File: config.mk
export PLATFORM = sky130hd
export DESIGN_NAME = lgn_frame_ctrl
export DESIGN_NICKNAME = d
export VERILOG_FILES = /design/src/rtl/lgn_frame_ctrl.sv
export SDC_FILE = /design/constraint.sdc
export NUM_CORES = 1
export LEC_CHECK = 0
export BUFFER_PORTS_ARGS = -buffer_cell sky130_fd_sc_hd__buf_2
export CORE_UTILIZATION = 54
export DETAILED_ROUTE_END_ITERATION = 10
export PLACE_DENSITY = 0.8
export SETUP_SLACK_MARGIN = 0.02
export SLEW_MARGIN = 20
export SYNTH_ARGS = -nofsm -noshare
export SYNTH_HDL_FRONTEND = slang
export SYNTH_SLANG_ARGS = --single-unit
File: constraint.sdc
create_clock -name clk -period 5.7 [get_ports clk]
set_clock_uncertainty 0.1 [all_clocks]
set_input_delay 1.14 -clock clk [delete_from_list [all_inputs] [get_ports clk]]
set_output_delay 1.14 -clock clk [all_outputs]
set_load 0.05 [all_outputs]
File: src/rtl/lgn_frame_ctrl.sv
// lgn_frame_ctrl: byte-stream frame controller around a logic network with popcount/argmax/raw result streaming
module lgn_frame_ctrl #(
  parameter int INPUT_BITS  = 400,
  parameter int OUTPUT_BITS = 50,
  parameter int NUM_CLASSES = 10,
  parameter int NET_LATENCY = 1
) (
  input  logic                   clk,
  input  logic                   rst,
  input  logic [7:0]             rx_data,
  input  logic                   rx_valid,
  input  logic [1:0]             mode,
  output logic [INPUT_BITS-1:0]  net_x,
  input  logic [OUTPUT_BITS-1:0] net_y,
  output logic [7:0]             tx_data,
  output logic                   tx_dv,
  input  logic                   tx_active,
  input  logic                   tx_done,
  output logic                   busy,
  output logic                   frame_done,
  output logic                   overrun
);
  localparam int NB = INPUT_BITS / 8;
  localparam int G  = OUTPUT_BITS / NUM_CLASSES;
  localparam int CW = $clog2(G + 1);
  localparam int BW = $clog2(NB + 1);
  localparam int KW = $clog2(NUM_CLASSES + 1);
  localparam int LW = $clog2(NET_LATENCY + 1);
  typedef enum logic [1:0] {RECV, WAIT, SCORE, SEND} state_t;
  state_t                 state_q, state_d;
  logic [INPUT_BITS-1:0]  net_x_q, net_x_d;
  logic [BW-1:0]          rx_cnt_q, rx_cnt_d;
  logic [LW-1:0]          lat_q, lat_d;
  logic [OUTPUT_BITS-1:0] y_q, y_d;
  logic [KW-1:0]          k_q, k_d, idx_q, idx_d, max_idx_q, max_idx_d;
  logic [CW-1:0]          max_val_q, max_val_d, pc;
  logic [CW-1:0]          cnt_q [NUM_CLASSES];
  logic [CW-1:0]          cnt_d [NUM_CLASSES];
  logic [1:0]             mode_q, mode_d;
  logic                   pend_q, pend_d, tx_dv_q, tx_dv_d, fd_q, fd_d, ovr_q, ovr_d;
  logic [7:0]             tx_data_q, tx_data_d, res;
  logic [G-1:0]           grp;
  logic                   last_byte;
  always_comb begin
    grp = '0;
    res = '0;
    for (int i = 0; i < NUM_CLASSES; i++) begin
      if (KW'(i) == k_q) grp = y_q[i*G +: G];
      if (KW'(i) == idx_q) res = mode_q == 2'd2 ? 8'(y_q[i*G +: G]) : 8'(cnt_q[i]);
    end
    if (mode_q == 2'd1) res = 8'(max_idx_q);
    pc = '0;
    for (int i = 0; i < G; i++) pc = pc + CW'(grp[i]);
    last_byte = idx_q == (mode_q == 2'd1 ? KW'(0) : KW'(NUM_CLASSES - 1));
  end
  always_comb begin
    state_d   = state_q;
    net_x_d   = net_x_q;
    rx_cnt_d  = rx_cnt_q;
    lat_d     = lat_q;
    y_d       = y_q;
    k_d       = k_q;
    idx_d     = idx_q;
    max_idx_d = max_idx_q;
    max_val_d = max_val_q;
    cnt_d     = cnt_q;
    mode_d    = mode_q;
    pend_d    = pend_q;
    tx_dv_d   = 1'b0;
    tx_data_d = tx_data_q;
    fd_d      = 1'b0;
    ovr_d     = ovr_q | (rx_valid && state_q != RECV);
    case (state_q)
      RECV: if (rx_valid) begin
        for (int i = 0; i < NB; i++)
          if (BW'(i) == rx_cnt_q) net_x_d[INPUT_BITS-1-8*i -: 8] = rx_data;
        if (rx_cnt_q == '0) mode_d = mode == 2'd3 ? 2'd0 : mode;
        rx_cnt_d = rx_cnt_q == BW'(NB - 1) ? '0 : rx_cnt_q + 1'b1;
        state_d  = rx_cnt_q == BW'(NB - 1) ? WAIT : RECV;
      end
      WAIT: begin
        lat_d = lat_q + 1'b1;
        if (lat_q == LW'(NET_LATENCY)) begin
          lat_d     = '0;
          y_d       = net_y;
          k_d       = '0;
          max_val_d = '0;
          max_idx_d = '0;
          state_d   = SCORE;
        end
      end
      SCORE: begin
        for (int i = 0; i < NUM_CLASSES; i++)
          if (KW'(i) == k_q) cnt_d[i] = pc;
        if (pc > max_val_q) begin
          max_val_d = pc;
          max_idx_d = k_q;
        end
        k_d     = k_q == KW'(NUM_CLASSES - 1) ? '0 : k_q + 1'b1;
        state_d = k_q == KW'(NUM_CLASSES - 1) ? SEND : SCORE;
      end
      default: if (pend_q) begin
        if (tx_done) begin
          pend_d  = 1'b0;
          idx_d   = last_byte ? '0 : idx_q + 1'b1;
          fd_d    = last_byte;
          state_d = last_byte ? RECV : SEND;
        end
      end else if (!tx_active) begin
        tx_dv_d   = 1'b1;
        tx_data_d = res;
        pend_d    = 1'b1;
      end
    endcase
  end
  always_ff @(posedge clk) begin
    if (rst) begin
      state_q   <= RECV;
      net_x_q   <= '0;
      rx_cnt_q  <= '0;
      lat_q     <= '0;
      y_q       <= '0;
      k_q       <= '0;
      idx_q     <= '0;
      max_idx_q <= '0;
      max_val_q <= '0;
      for (int i = 0; i < NUM_CLASSES; i++) cnt_q[i] <= '0;
      mode_q    <= '0;
      pend_q    <= 1'b0;
      tx_dv_q   <= 1'b0;
      tx_data_q <= '0;
      fd_q      <= 1'b0;
      ovr_q     <= 1'b0;
    end else begin
      state_q   <= state_d;
      net_x_q   <= net_x_d;
      rx_cnt_q  <= rx_cnt_d;
      lat_q     <= lat_d;
      y_q       <= y_d;
      k_q       <= k_d;
      idx_q     <= idx_d;
      max_idx_q <= max_idx_d;
      max_val_q <= max_val_d;
      cnt_q     <= cnt_d;
      mode_q    <= mode_d;
      pend_q    <= pend_d;
      tx_dv_q   <= tx_dv_d;
      tx_data_q <= tx_data_d;
      fd_q      <= fd_d;
      ovr_q     <= ovr_d;
    end
  end
  assign net_x      = net_x_q;
  assign tx_data    = tx_data_q;
  assign tx_dv      = tx_dv_q;
  assign busy       = state_q != RECV;
  assign frame_done = fd_q;
  assign overrun    = ovr_q;
endmodule
# == Yosys cells after proc, flatten, opt, wreduce, memory -nomap -nowiden ==
# Index checks and enable logic that the tools add are counted.
# op_classes
order_cmp,1
eq_ne,78
n_addsub,8
shifts,0
n_mul,0
reduce_logical,79
n_bitwise,5
n_div,0
n_mux,55
# ops
op,count
AND reduction 3 bit,53
equality test 6 bit (first input constant),18
2-to-1 mux 5 bit,21
equality test 5 x 6 -> 1 bit (first input constant),16
2-to-1 mux 8 bit,10
equality test 4 x 6 -> 1 bit (first input constant),8
equality test 3 x 4 -> 1 bit (first input constant),8
AND reduction 2 bit,13
equality test 3 x 6 -> 1 bit (first input constant),4
2-to-1 mux 4 bit,5
equality test 2 x 4 -> 1 bit (first input constant),4
equality test 4 bit (first input constant),4
one-hot mux 4 bit (2 select lines),2
equality test 2 x 6 -> 1 bit (first input constant),2
2-to-1 mux 2 bit,6
adder 4 x 1 -> 4 bit (second input constant),2
equality test 1 x 4 -> 1 bit (first input constant),2
logical NOT 4 bit,2
nonzero test 4 bit,2
adder 3 x 1 -> 3 bit,2
adder 6 x 1 -> 6 bit (second input constant),1
equality test 1 x 6 -> 1 bit (first input constant),1
equality test 2 bit (second input constant),3
equality test 6 bit (second input constant),1
other kinds (23),36
# totals
output_inout_bits,412
inputBits,65
memories,0
mem_bits_rw,0
word_cells,300
latchBits,0
romBits,0
ff_bits,518

# == Logic depth before layout (Yosys ltp) ==
# logic_depth
ltp_word,18
mapped_depth,19
ltp_nobuf,17

# == Worst setup path before layout ==
# Ideal clock, no wire load.
# synth_timing
path_type,register to register
start,register k_q[0]
end,register max_idx_q[1]
path_buffers,4
required_ps,5472
arrival_ps,3979
period_less_slack_ps,4206
setup_ps,128
path_stages_with_launch,18
slack_ps,1494
cell_sequence,dfxtp_1 -> buf_2 -> buf_2 -> buf_2 -> buf_2 -> mux2i_1 -> o22a_1 -> fa_1 -> fa_1 -> inv_1 -> ha_1 -> ha_1 -> nor2b_1 -> o21ai_0 -> a32o_1 -> a21boi_1 -> mux2i_1 -> nor2_1
# synth_via
elab_chain_len,18
elab_cells_between_ends,27
cone_classes,add/sub (4); order compare (1); eq/ne (10); mux (10); reduce/logical (2)
# synth_rtl
item,line,source
"start, declared",35,"logic [KW-1:0] k_q, k_d, idx_q, idx_d, max_idx_q, max_idx_d;"
"start signal, assigned",140,k_q <= k_d;
logical NOT 4 bit,48,if (KW'(i) == k_q) grp = y_q[i*G +: G];
2-to-1 mux 5 bit (9 in a row),48,
2-to-1 mux 5 bit (*),48,
adder 1 x 1 -> 2 bit,53,for (int i = 0; i < G; i++) pc = pc + CW'(grp[i]);
adder 2 x 1 -> 3 bit,53,
adder 3 x 1 -> 3 bit,53,
adder 3 x 1 -> 3 bit (*),53,
named net pc[1],36,"logic [CW-1:0] max_val_q, max_val_d, pc;"
greater-than comparator 3 bit (*),95,if (pc > max_val_q) begin
!= test 2 bit (no source line) (*),--,
AND reduction 3 bit (no source line) (*),--,
"end signal, assigned",142,max_idx_q <= max_idx_d;
"end, declared",35,
# Mark *: on every way through the listed nets, which the timed path passes. The rest lies on a longest branch.
# A chain may end at the register's enable or synchronous reset.

# == Final worst setup path ==
# layout_timing
start,register k_q[0]
end,register max_idx_q[2]
# Same word-level chain as after synthesis.

==> results.md <==
- Area contributors post-synth: dfxtp_1 (49%), mux2i_1 (12%), nand2_1 (7.4%)
- Placement Setup Slack: 950 ps
- Initial Util: 0.551
- Hold Crit Class: register to register
- Final critical-path share of the clock period: 0.853
- CTS sink cnt: between 500 and 600
- Final count of hold timing violations: 0
- Worst setup path startpoint: k_q[0]
- Clock Tree Buf Depth: 3
- CP peak stage delay: ~520 ps
- Num ports: 477
- Slowest CP cell: dfxtp_1
- Global-route wire length before repair: about 100000 um
- XOR/XNOR share of the synthesized area: 0.00210
- Hold slack: 353 ps
- R2R Path End: max_idx_q[2]
- RSZ-0062 raised after global routing: no
- Final net count: around 2800
- Layout Utilization: 0.661
- Global route total overflow: 0
- Post-Syn Area per Cell: 8.67 um2
- CP dominant cell by count: nor2_1
- Asr flop ratio synth: 0
- Synth unique cells: between 60 and 70
- Cts repair resizes: 0
- Fin cells: around 3300
- Cts bufs inserted: 52
- CTS Root Cell: clkbuf_16
- Slew Viols, Final: 0
- Max Cap Violations: 0
- Core area: 37800 um2
- Mux share of post-synthesis cell area: 0.125
- # setup viols final: 0
- Layout cells sized above 1: 0.229
- EDFF count, synth: 0
- Post-synthesis sequential area ratio: 0.494
- Yosys reg bits: 515
- Slew headroom: 0.312
- Vias: 19000
- Post-Synth Simple-Gate Area: 0.181
- Largest area contributor in the netlist: dfxtp_1
- Most numerous cell in the Yosys netlist: dfxtp_1
- Reg clk slew, reported paths: 60 ps
- Outcome: completed
- Top post-synthesis cells by count: dfxtp_1 (515), nand2_1 (411), a21oi_1 (301)
- Routed Antenna Nets: 0
- Synth Warn #: 0
- Cell count after synthesis: about 2400
- Synthesized area: 20900 um2
- CP Capture Type: register
- R2r setup slk: 840 ps
- Pin count of the biggest net entering global routing: 210
- Drt pass-1 iters: 6
- Die X: 199 um
- DRC Markers: 0
- Final min period: approximately 5000 ps
- Worst slew pin tran: 1030 ps
- Dpl hpwl: 44500 um
- Worst reg-to-reg path cell count: 18
- Final Power: 7.45 mW
- Pwr/cell area: 298 nW/um2
- Placed instance count: 3210
- Synth Flop Type: dfxtp_1
- Lkg Pwr: approximately 11 nW
- Starting DRC count in detailed routing: between 1000 and 1500
- Post-DP Area: roughly 23000 um2
- Critical path class: register to register
- Drt via density: ~5.7
- DRT Wirelength: 66500 um
- Gr usage total: 0.327
- Reg-to-reg startpoint: k_q[0]
- Setup ws final: 841 ps
- Buffers added on ports: roughly 470
- Layout area overhead: 20.0%
- Worst Path Max Fanout: 29
- Worst-path cell chain: buf_4 > inv_1 > nor2_1 > a21oi_1 > nor2_1 > a221oi_1 > o22a_1 > fa_1 > fa_1 > inv_1 > ha_1 > ha_1 > nor2b_1 > o21ai_0 > a32o_1 > a21boi_1 > mux2i_1 > nor2_1
- Worst-Skew Late Latency: 590 ps
- CP Launch Type: register
- Number of post-CTS setup repair buffers: 0
- Cts hold-fix bufs: 0
- Row count: 71
- Fmax: 206 MHz
- Fin Setup TNS: 0 ps
- CP required: 6040 ps
- CP Data Arrival Time: 5200 ps
- Vias in the first global route: 18100
- Chip Height: 199 um
- Die area: 39400 um2
- Peak VDD IR: 0.253 mV
- H-tree Lvls: 2
- Compound-Gate Fraction of Synth Area: 0.142
- Synth top area share: 0.494
- Antenna violations before repair: 1
- Finished Cell Area: around 25000 um2
- Wire per inst: between 20 and 25 um
- CP endpoint: max_idx_q[2]
- Largest family of logic cells by synthesized area: simple AND/OR/NAND/NOR gates
- Synth Area in Adders: 0.0115
- CTS tree: done
- Fillers: 3082
- Placer congestion estimate: 0.934
## worst min-delay path by stage
| stage | start | end | slack [ps] | depth (start not counted) |
|---|---|---|---|---|
| after global placement | net_x[399] | net_x[399] | 340 | 2 |
| after detailed placement | net_x[399] | net_x[399] | 350 | 2 |
| after floorplan | max_idx_q[3] | max_idx_q[3] | 330 | 2 |
| after global routing | net_x[399] | net_x[399] | 370 | 2 |
| after CTS | net_x[399] | net_x[399] | 350 | 2 |
| final | net_x[392] | net_x[392] | 350 | 2 |
## cell usage in the layout, fill, tap and decap left out, types with 17 or more instances in the layout
cell type	n
buf_2	472
mux2i_1	246
nor2_1	279
clkbuf_16	53
nor3_1	17
nand3_1	29
o21ai_0	193
a21oi_1	301
dfxtp_1	515
nand2_1	409
buf_4	19
## flip-flops by register name (all words and copies together) (netlist names), 3 cells and up
signal and cells:
y_q 50, cnt_q 30, net_x 400, max_val_q 3
rx_cnt_q 6, max_idx_q 4, k_q 4, tx_data 5
idx_q 4
## layer usage
| layer | GRT usage | vias up | wire, um |
|---|---|---|---|
| li1 | - | 8820 | - |
| met1 | 0.404 | 9066 | 26300 |
| met2 | 0.538 | 880 | 31300 |
| met3 | 0.0670 | 191 | 5580 |
| met4 | 0.174 | 0 | 3380 |
| met5 | 0 | - | 0 |
## power breakdown
part           total (mW)  switching, mW  internal [mW]
Combinational       0.263          0.210         0.0534
Clock                3.58           1.43           2.14
Sequential           3.62        0.00814           3.61
## logic make-up after synthesis
logic type	count (synthesis)
xor gates and xnor gates	5
other	1
and+or+nand+nor	840
adders and majority gates	18
muxes	252
AOI/OAI and AO/OA	555
buffers and inverters	221
DFF	515
## critical path: cells and delay by family, from the launching register on
| kind | cells | cell delay (ps) |
|---|---|---|
| mux | 1 | 250 |
| flops | 1 | 520 |
| fa+ha+maj | 4 | 1500 |
| simple gates | 4 | 460 |
| compound gates | 6 | 1240 |
| buf+inv | 3 | 620 |
## layout make-up
type,instances,area (um2),area share
antenna,1,2.50,0.000100
clock buffer,75,1540,0.0615
clock inverter,17,258,0.0103
inverter,17,63.8,0.00255
multi-input combinational,1673,9650,0.386
sequential,515,10300,0.412
tap,511,639,0.0255
timing repair buffer,494,2560,0.102
No activity file was read; power rests on OpenSTA's default activity.
